### src/rtl/jk_count_driver.sv
// Modulo up/down reference counter that also produces the per-bit J/K excitation
// needed for an external master-slave JK flip-flop bank to follow the count.
module jk_count_driver #(
  parameter int WIDTH   = 4,
  parameter int MODULUS = 10
) (
  input  logic             clk,
  input  logic             clear,
  input  logic             en,
  input  logic             up,
  input  logic             load,
  input  logic [WIDTH-1:0] load_val,
  output logic [WIDTH-1:0] q,
  output logic [WIDTH-1:0] j,
  output logic [WIDTH-1:0] k,
  output logic             tc,
  output logic             load_ack
);

  // One extra bit keeps MODULUS = 2**WIDTH representable for the compares.
  localparam logic [WIDTH:0] MAX_COUNT = (WIDTH + 1)'(MODULUS - 1);

  logic [WIDTH:0]   q_ext;
  logic [WIDTH:0]   load_ext;
  logic [WIDTH:0]   q_nxt_ext;
  logic [WIDTH-1:0] q_nxt;
  logic [WIDTH-1:0] j_nxt;
  logic [WIDTH-1:0] k_nxt;

  assign q_ext    = {1'b0, q};
  assign load_ext = {1'b0, load_val};

  always_comb begin
    q_nxt_ext = q_ext;
    if (load) begin
      q_nxt_ext = (load_ext > MAX_COUNT) ? MAX_COUNT : load_ext;
    end else if (en && up) begin
      q_nxt_ext = (q_ext == MAX_COUNT) ? '0 : q_ext + 1'b1;
    end else if (en) begin
      q_nxt_ext = (q_ext == '0) ? MAX_COUNT : q_ext - 1'b1;
    end
  end

  assign q_nxt = q_nxt_ext[WIDTH-1:0];

  // Only changing bits get excitation; holding bits resolve their don't-cares to 0.
  assign j_nxt = ~q & q_nxt;
  assign k_nxt = q & ~q_nxt;

  always_ff @(posedge clk) begin
    if (clear) begin
      q        <= '0;
      j        <= '0;
      k        <= '1;
      load_ack <= 1'b0;
    end else begin
      q        <= q_nxt;
      j        <= j_nxt;
      k        <= k_nxt;
      load_ack <= load;
    end
  end

  assign tc = en & ((up & (q_ext == MAX_COUNT)) | (~up & (q_ext == '0)));

endmodule
### config.mk
export PLATFORM = sky130hd
export DESIGN_NAME = jk_count_driver
export DESIGN_NICKNAME = d
export VERILOG_FILES = /design/src/rtl/jk_count_driver.sv
export SDC_FILE = /design/constraint.sdc
export NUM_CORES = 1
export LEC_CHECK = 0
export CAP_MARGIN = 30
export CORE_ASPECT_RATIO = 1.25
export CORE_MARGIN = 8
export CORE_UTILIZATION = 30
export DETAILED_ROUTE_END_ITERATION = 10
export GPL_ROUTABILITY_DRIVEN = 1
export PLACE_DENSITY_LB_ADDON = 0.1
export SLEW_MARGIN = 20
export SYNTH_ARGS = -nofsm -noshare
export SYNTH_HDL_FRONTEND = slang
export SYNTH_SLANG_ARGS = --single-unit
### constraint.sdc
create_clock -name clk -period 2.1 [get_ports clk]
set_clock_uncertainty 0.15 [all_clocks]
set_input_delay 0.42 -clock clk [delete_from_list [all_inputs] [get_ports clk]]
set_output_delay 0.42 -clock clk [all_outputs]
set_load 0.005 [all_outputs]
==> summary.md <==
| Metric | Value |
|---|---|
| Status | completed |
| Total GRT Usage | 0.0910 |
| Worst-Skew Late Latency | 0.27 ns |
| Synth Area per Inst | 8.34 µm² |
| CTS tree | yes |
| Final Non-Filler Cells | 142 |
| Max Slew Vio Count | 0 |
| Post-Syn Nets | 93 |
| # fillers | 227 |
| Yosys warnings | 0 |
| Vias in the first global route | 704 |
| Vias per cell | 4.89 |
| I/O Pins | 23 |
| Initial DRT Pass Iterations | 4 |
| Area growth from synthesis to layout | 44.6% |
| Core area | 2210 µm² |
| Crit path time final | 2.00 ns |
| R2R depth | 5 |
| CTS buffer count | 3 |
| Unrepaired setup endpoints after global routing | false |
| Largest net degree at the start of global routing | 15 |
| Nets | 121 |
| Required time worst endpoint | 1.53 ns |
| CTS Buffer Depth | 2 |
| Top-area cell type share of the netlist area | 0.371 |
| Core Rows | 19 |
| DIE WIDTH | 59.2 µm |
| Worst Hold Depth | 2 |
| CTS Root Cell | clkbuf_4 |
| Max VDD drop | 0.319 mV |
| Final Hold Vio Count | 0 |
| Vias | 694 |
| Synth Register Bits | 13 |
| Lkg Pwr | 0.386 nW |
| Detail Route Antenna Nets | 0 |
| Share of cells above drive strength 1 | 0.189 |
| Routability congestion estimate from global placement | 0.845 |
| Pwr Density | 590 nW/µm² |
| Seq/Total Area, Yosys | 0.371 |
| Htree depth | 1 |
| Iteration-0 DRC Markers | 27 |
| Crit path to | q[1] |
| WP buf/inv | 2 |
| Period utilisation layout | 0.952 |
| Final setup violation count | 0 |
| Placed wire-length estimate | 1.45 mm |
| CP Max Fanout | 8 |
| Fmax | 500 MHz |
| Worst reg2reg path endpoint | q[3] |
| Startpoint Class | flip-flop |
| Critical Path Source | q[1] |
| Critical-path top delay cell | clkdlybuf4s50_1 |
| CP Capture Type | primary output |
| # DRC | 0 |
| Crit path kind | reg -> out |
| Starting Density | 0.317 |
| Commonest non-fill, non-tap cell in the layout | clkdlybuf4s50_1 |
| # port buffers | 22 |
| Diode count | 0 |
| Clock slew at reported path FFs | 0.08 ns |
| Synth area leaders | dfxtp_1, o21bai_1, nand2_1, a211oi_2, nor2_1 |
| Post-synthesis cell type count | 36 |
| Maxcap violations | 0 |
| Die area | 4150 µm² |
| DR WL/cell | 12.8 µm |
| Die height | 70.0 µm |
| Post-CTS Setup Bufs | 0 |
| TNS Setup | 0 ns |
| Yosys top cell by area | dfxtp_1 |
| Least-Margin Pin Slew | 0.499 ns |
| Critical path, cell by cell | buf_4, clkdlybuf4s50_1 |
| Worst reg2reg startpoint | q[0] |
| Most frequent cells in the layout | clkdlybuf4s50_1, dfxtp_1, buf_4, nand2_1, nor2_1 |
| CTS Sinks | 13 |
| First-pass GRT wire length | 3.03 mm |
| Initial antenna violation count | 0 |
| Netlist Area Pre-Place | 701 µm² |
| Placed cells | 138 |
| Worst hold path class | reg -> reg |
| Final wirelength | 1.82 mm |
| Synth Instances | 84 |
| Worst Path Arrival | 1.43 ns |
| Relative slew slack | 0.666 |
| Overflow after GRT | 0 |
| CP peak stage delay | 0.50 ns |
| Levels on crit path | 2 |
| CP delay by family, top | buffers and inverters |
| R2r setup slk | 0.28 ns |
==> worst min-delay path, cell delays in order, from the launching register on <==
cell	delay, ns
dfxtp_1	0.33
inv_1	0.07
o41ai_1	0.09
==> synthesized netlist by cell type <==
cell type	count
buf_1	1
and3_1	1
nor4_1	1
clkbuf_1	2
buf_2	4
dfxtp_1	13
a21boi_1	1
or4_4	1
o31ai_1	1
nand2b_1	3
o21ai_1	2
and3b_1	1
nand2_1	7
nor2_1	6
nand4_1	1
nor3b_1	1
nand3_1	1
a221oi_1	1
xor2_1	1
xnor2_1	2
o21ai_0	3
inv_2	1
nor4b_2	1
nor2b_1	3
o21bai_1	4
inv_1	3
o41ai_1	1
nor3_2	1
a32oi_1	1
o22ai_1	2
buf_6	1
nor3_1	3
a211oi_2	2
a21oi_1	4
a211oi_1	2
mux2i_1	1
==> state kept, by name (all words and copies together), names as in the netlist <==
signal	flops
j	4
k	4
load_ack	1
q	4
==> how the worst min path moves through the flow <==
stage	slack, ns	startpoint	end
after floorplan	0.34	clear	load_ack
after global placement	0.39	q[3]	k[3]
after detailed placement	0.38	q[3]	k[3]
after CTS	0.39	q[3]	k[3]
after global routing	0.42	q[3]	k[3]
final	0.39	q[3]	k[3]
==> cell families (layout without fill, tap and decap cells) <==
logic type | Yosys count | in the layout | synth area share
AND/OR/NAND/NOR | 31 | 31 | 0.254
AO/OA/AOI/OAI | 24 | 24 | 0.241
flip-flops | 13 | 13 | 0.371
buffers and inverters | 12 | 39 | 0.0821
XOR/XNOR | 3 | 3 | 0.0375
multiplexers | 1 | 1 | 0.0143
==> power by group <==
| group | internal, W | switching (W) | leakage (nW) |
|---|---|---|---|
| Clock | 0.0000735 | 0.0000842 | 0.0150 |
| Combinational | 0.0000919 | 0.0000758 | 0.263 |
| Sequential | 0.000264 | 0.00000841 | 0.108 |
| Total | 0.000429 | 0.000168 | 0.386 |
==> through the flow <==
| stage | hold WS [ns] | utilization | setup slack [ns] | power, W | instance area (µm²) |
|---|---|---|---|---|---|
| after floorplan | 0.342 | - | 0.492 | 0.000366 | 701 |
| after global placement | 0.386 | 0.445 | -0.296 | 0.000445 | 985 |
| after detailed placement | 0.379 | 0.445 | -0.299 | 0.000446 | 985 |
| after CTS | 0.389 | 0.458 | 0.00402 | 0.000609 | 1010 |
| after global routing | 0.420 | 0.458 | 0.000462 | 0.000630 | 1010 |
| final | 0.390 | 0.458 | 0.102 | 0.000598 | 1010 |
==> area by class of cell <==
type	count	area [µm²]	area share
multi-input combinational	59	390	0.385
timing repair buffer	31	283	0.279
sequential	13	260	0.257
tap	31	38.8	0.0383
clock buffer	4	26.3	0.0259
inverter	4	15.0	0.0148
==> metal layers <==
layer / vias to the layer above / global-route usage / routed length (µm)
met1: 318 / 0.0972 / 787
met5: - / 0 / 0
li1: 354 / - / -
met2: 18 / 0.150 / 883
met4: 0 / 0.0533 / 38
met3: 4 / 0.0275 / 106
==> what timing repair did <==
item                                    CTS  global route
endpoints found under the setup margin    1             1
hold buffers                              0             0
gates resized for setup                   3             2
pin swaps                                 0             1
Power figures use the tool's default switching activity.
==> RTL change, RTL diff (same settings) <==
Set the parameter `WIDTH` to 6 (it was 4).
--- a/src/rtl/jk_count_driver.sv
+++ b/src/rtl/jk_count_driver.sv
@@ -1,7 +1,7 @@
 // Modulo up/down reference counter that also produces the per-bit J/K excitation
 // needed for an external master-slave JK flip-flop bank to follow the count.
 module jk_count_driver #(
-  parameter int WIDTH   = 4,
+  parameter int WIDTH   = 6,
   parameter int MODULUS = 10
 ) (
   input  logic             clk,
Interface: changed (resized j, k, load_val and q); port bits go from 23 to 31. No check against the original RTL was run, so the function may have changed too.
==> RTL change against the unedited design <==
Sequential cell count increased by 6; power increased by 59%; register-to-register slack got worse by 0.08 ns; count of clock-buffer cells in the layout decreased by 1; wire length increased by 81%; hold slack improved by 0.079 ns; critical path depth increased by 3; final area increased by 61%; sequential share of layout area decreased by 1.9 points; utilization increased by 2.0 points; highest routed layer unchanged; setup slack improved by 0.0055 ns; area after synthesis increased by 51%.
==> RTL change: results (changes against the unedited design) <==
| Metric | Value |
|---|---|
| Post-synthesis compound-gate area fraction | `29.2% (was 24.1%)` |
| Routed wl met3 | `170 um (was 106 um)` |
| Syn Area/Cell | `8.40 sq um (was 8.34 sq um)` |
| Routability cong. | `0.856 (was 0.845)` |
| Fraction of area in clock buffers and inverters | `2.83% (was 2.59%)` |
| Top Registers | `j x6, k x6, q x6 (was j x4, k x4, q x4)` |
| Multi-input gate area | `628 sq um (was 390 sq um)` |
| # clk buffers | `3 (was 4)` |
| PwrDens | `581 nW/um^2 (was 590 nW/um^2)` |
| Placed Area | `1560 sq um (was 985 sq um)` |
| Count of unique library cells instantiated by Yosys | `40 (was 36)` |
| Mux cell area share after synthesis | `0% (was 1.43%)` |
| Post-Syn Nets | `141 (was 93)` |
| DPL Wire Length | `2520 um (was 1450 um)` |
| Met2 Routed Length | `1660 um (was 883 um)` |
| Non-clock buffer share | `30.0% (was 27.9%)` |
| Multi-input gates | `90 (was 59)` |
| Gr usage total | `11.1% (was 9.10%)` |
| Adder-cell area share of the yosys netlist | `4.73% (was 0%)` |
| Met2 Use GR | `21.1% (was 15.0%)` |
| Worst-path fanout max | `3 (was 8)` |
| GR Layer Usage met3 | `3.23% (was 2.75%)` |
| DP Worst Slack | `-0.148 ns (was -0.299 ns)` |
| Inverters | `9 (was 4)` |
| Seq pwr share | `41.9% (was 45.6%)` |
| Sequential cells | `19 (was 13)` |
| Leak | `0.699 nW (was 0.386 nW)` |
| Share of post-route cells with drive strength above 1 | `21.9% (was 18.9%)` |
| Slew @ Worst Pin | `0.464 ns (was 0.499 ns)` |
| Sequential area share after synthesis | `35.9% (was 37.1%)` |
| Status | `complete, no violations (unchanged)` |
| Metal-1 WL | `1410 um (was 787 um)` |
## RTL change: cell types whose count changed after synthesis, sizes merged, moves of 4 or more
cell    before  now
o21a         0    4
ha           0    4
o21bai       4    0
inv          4    9
nor2         6   11
dfxtp       13   19
a21o         0    4
## RTL change: stage by stage
step                cells  hold slack (ns)
finish                217            0.469
detailed placement    212            0.466
global route          217            0.499
floorplan             126            0.365
CTS                   216            0.479
global placement      212            0.452
## RTL change: final timing paths
check | start | to | slack (ns)
worst max-delay path | q[2]$_SDFF_PP0_ | tc | 0.11
worst min register to register | q[1]$_SDFF_PP0_ | j[1]$_SDFF_PP0_ | 0.47
worst max register to register | q[2]$_SDFF_PP0_ | q[5]$_SDFF_PP0_ | 0.20
worst min-delay path | q[1]$_SDFF_PP0_ | j[1]$_SDFF_PP0_ | 0.47
## RTL change: critical path, cell delays in order, from the launching register on
cell and delay [ns]:
dfxtp_4 0.37, buf_4 0.14, nor4b_4 0.25, and3_1 0.19, o21a_1 0.10, clkbuf_2 0.11
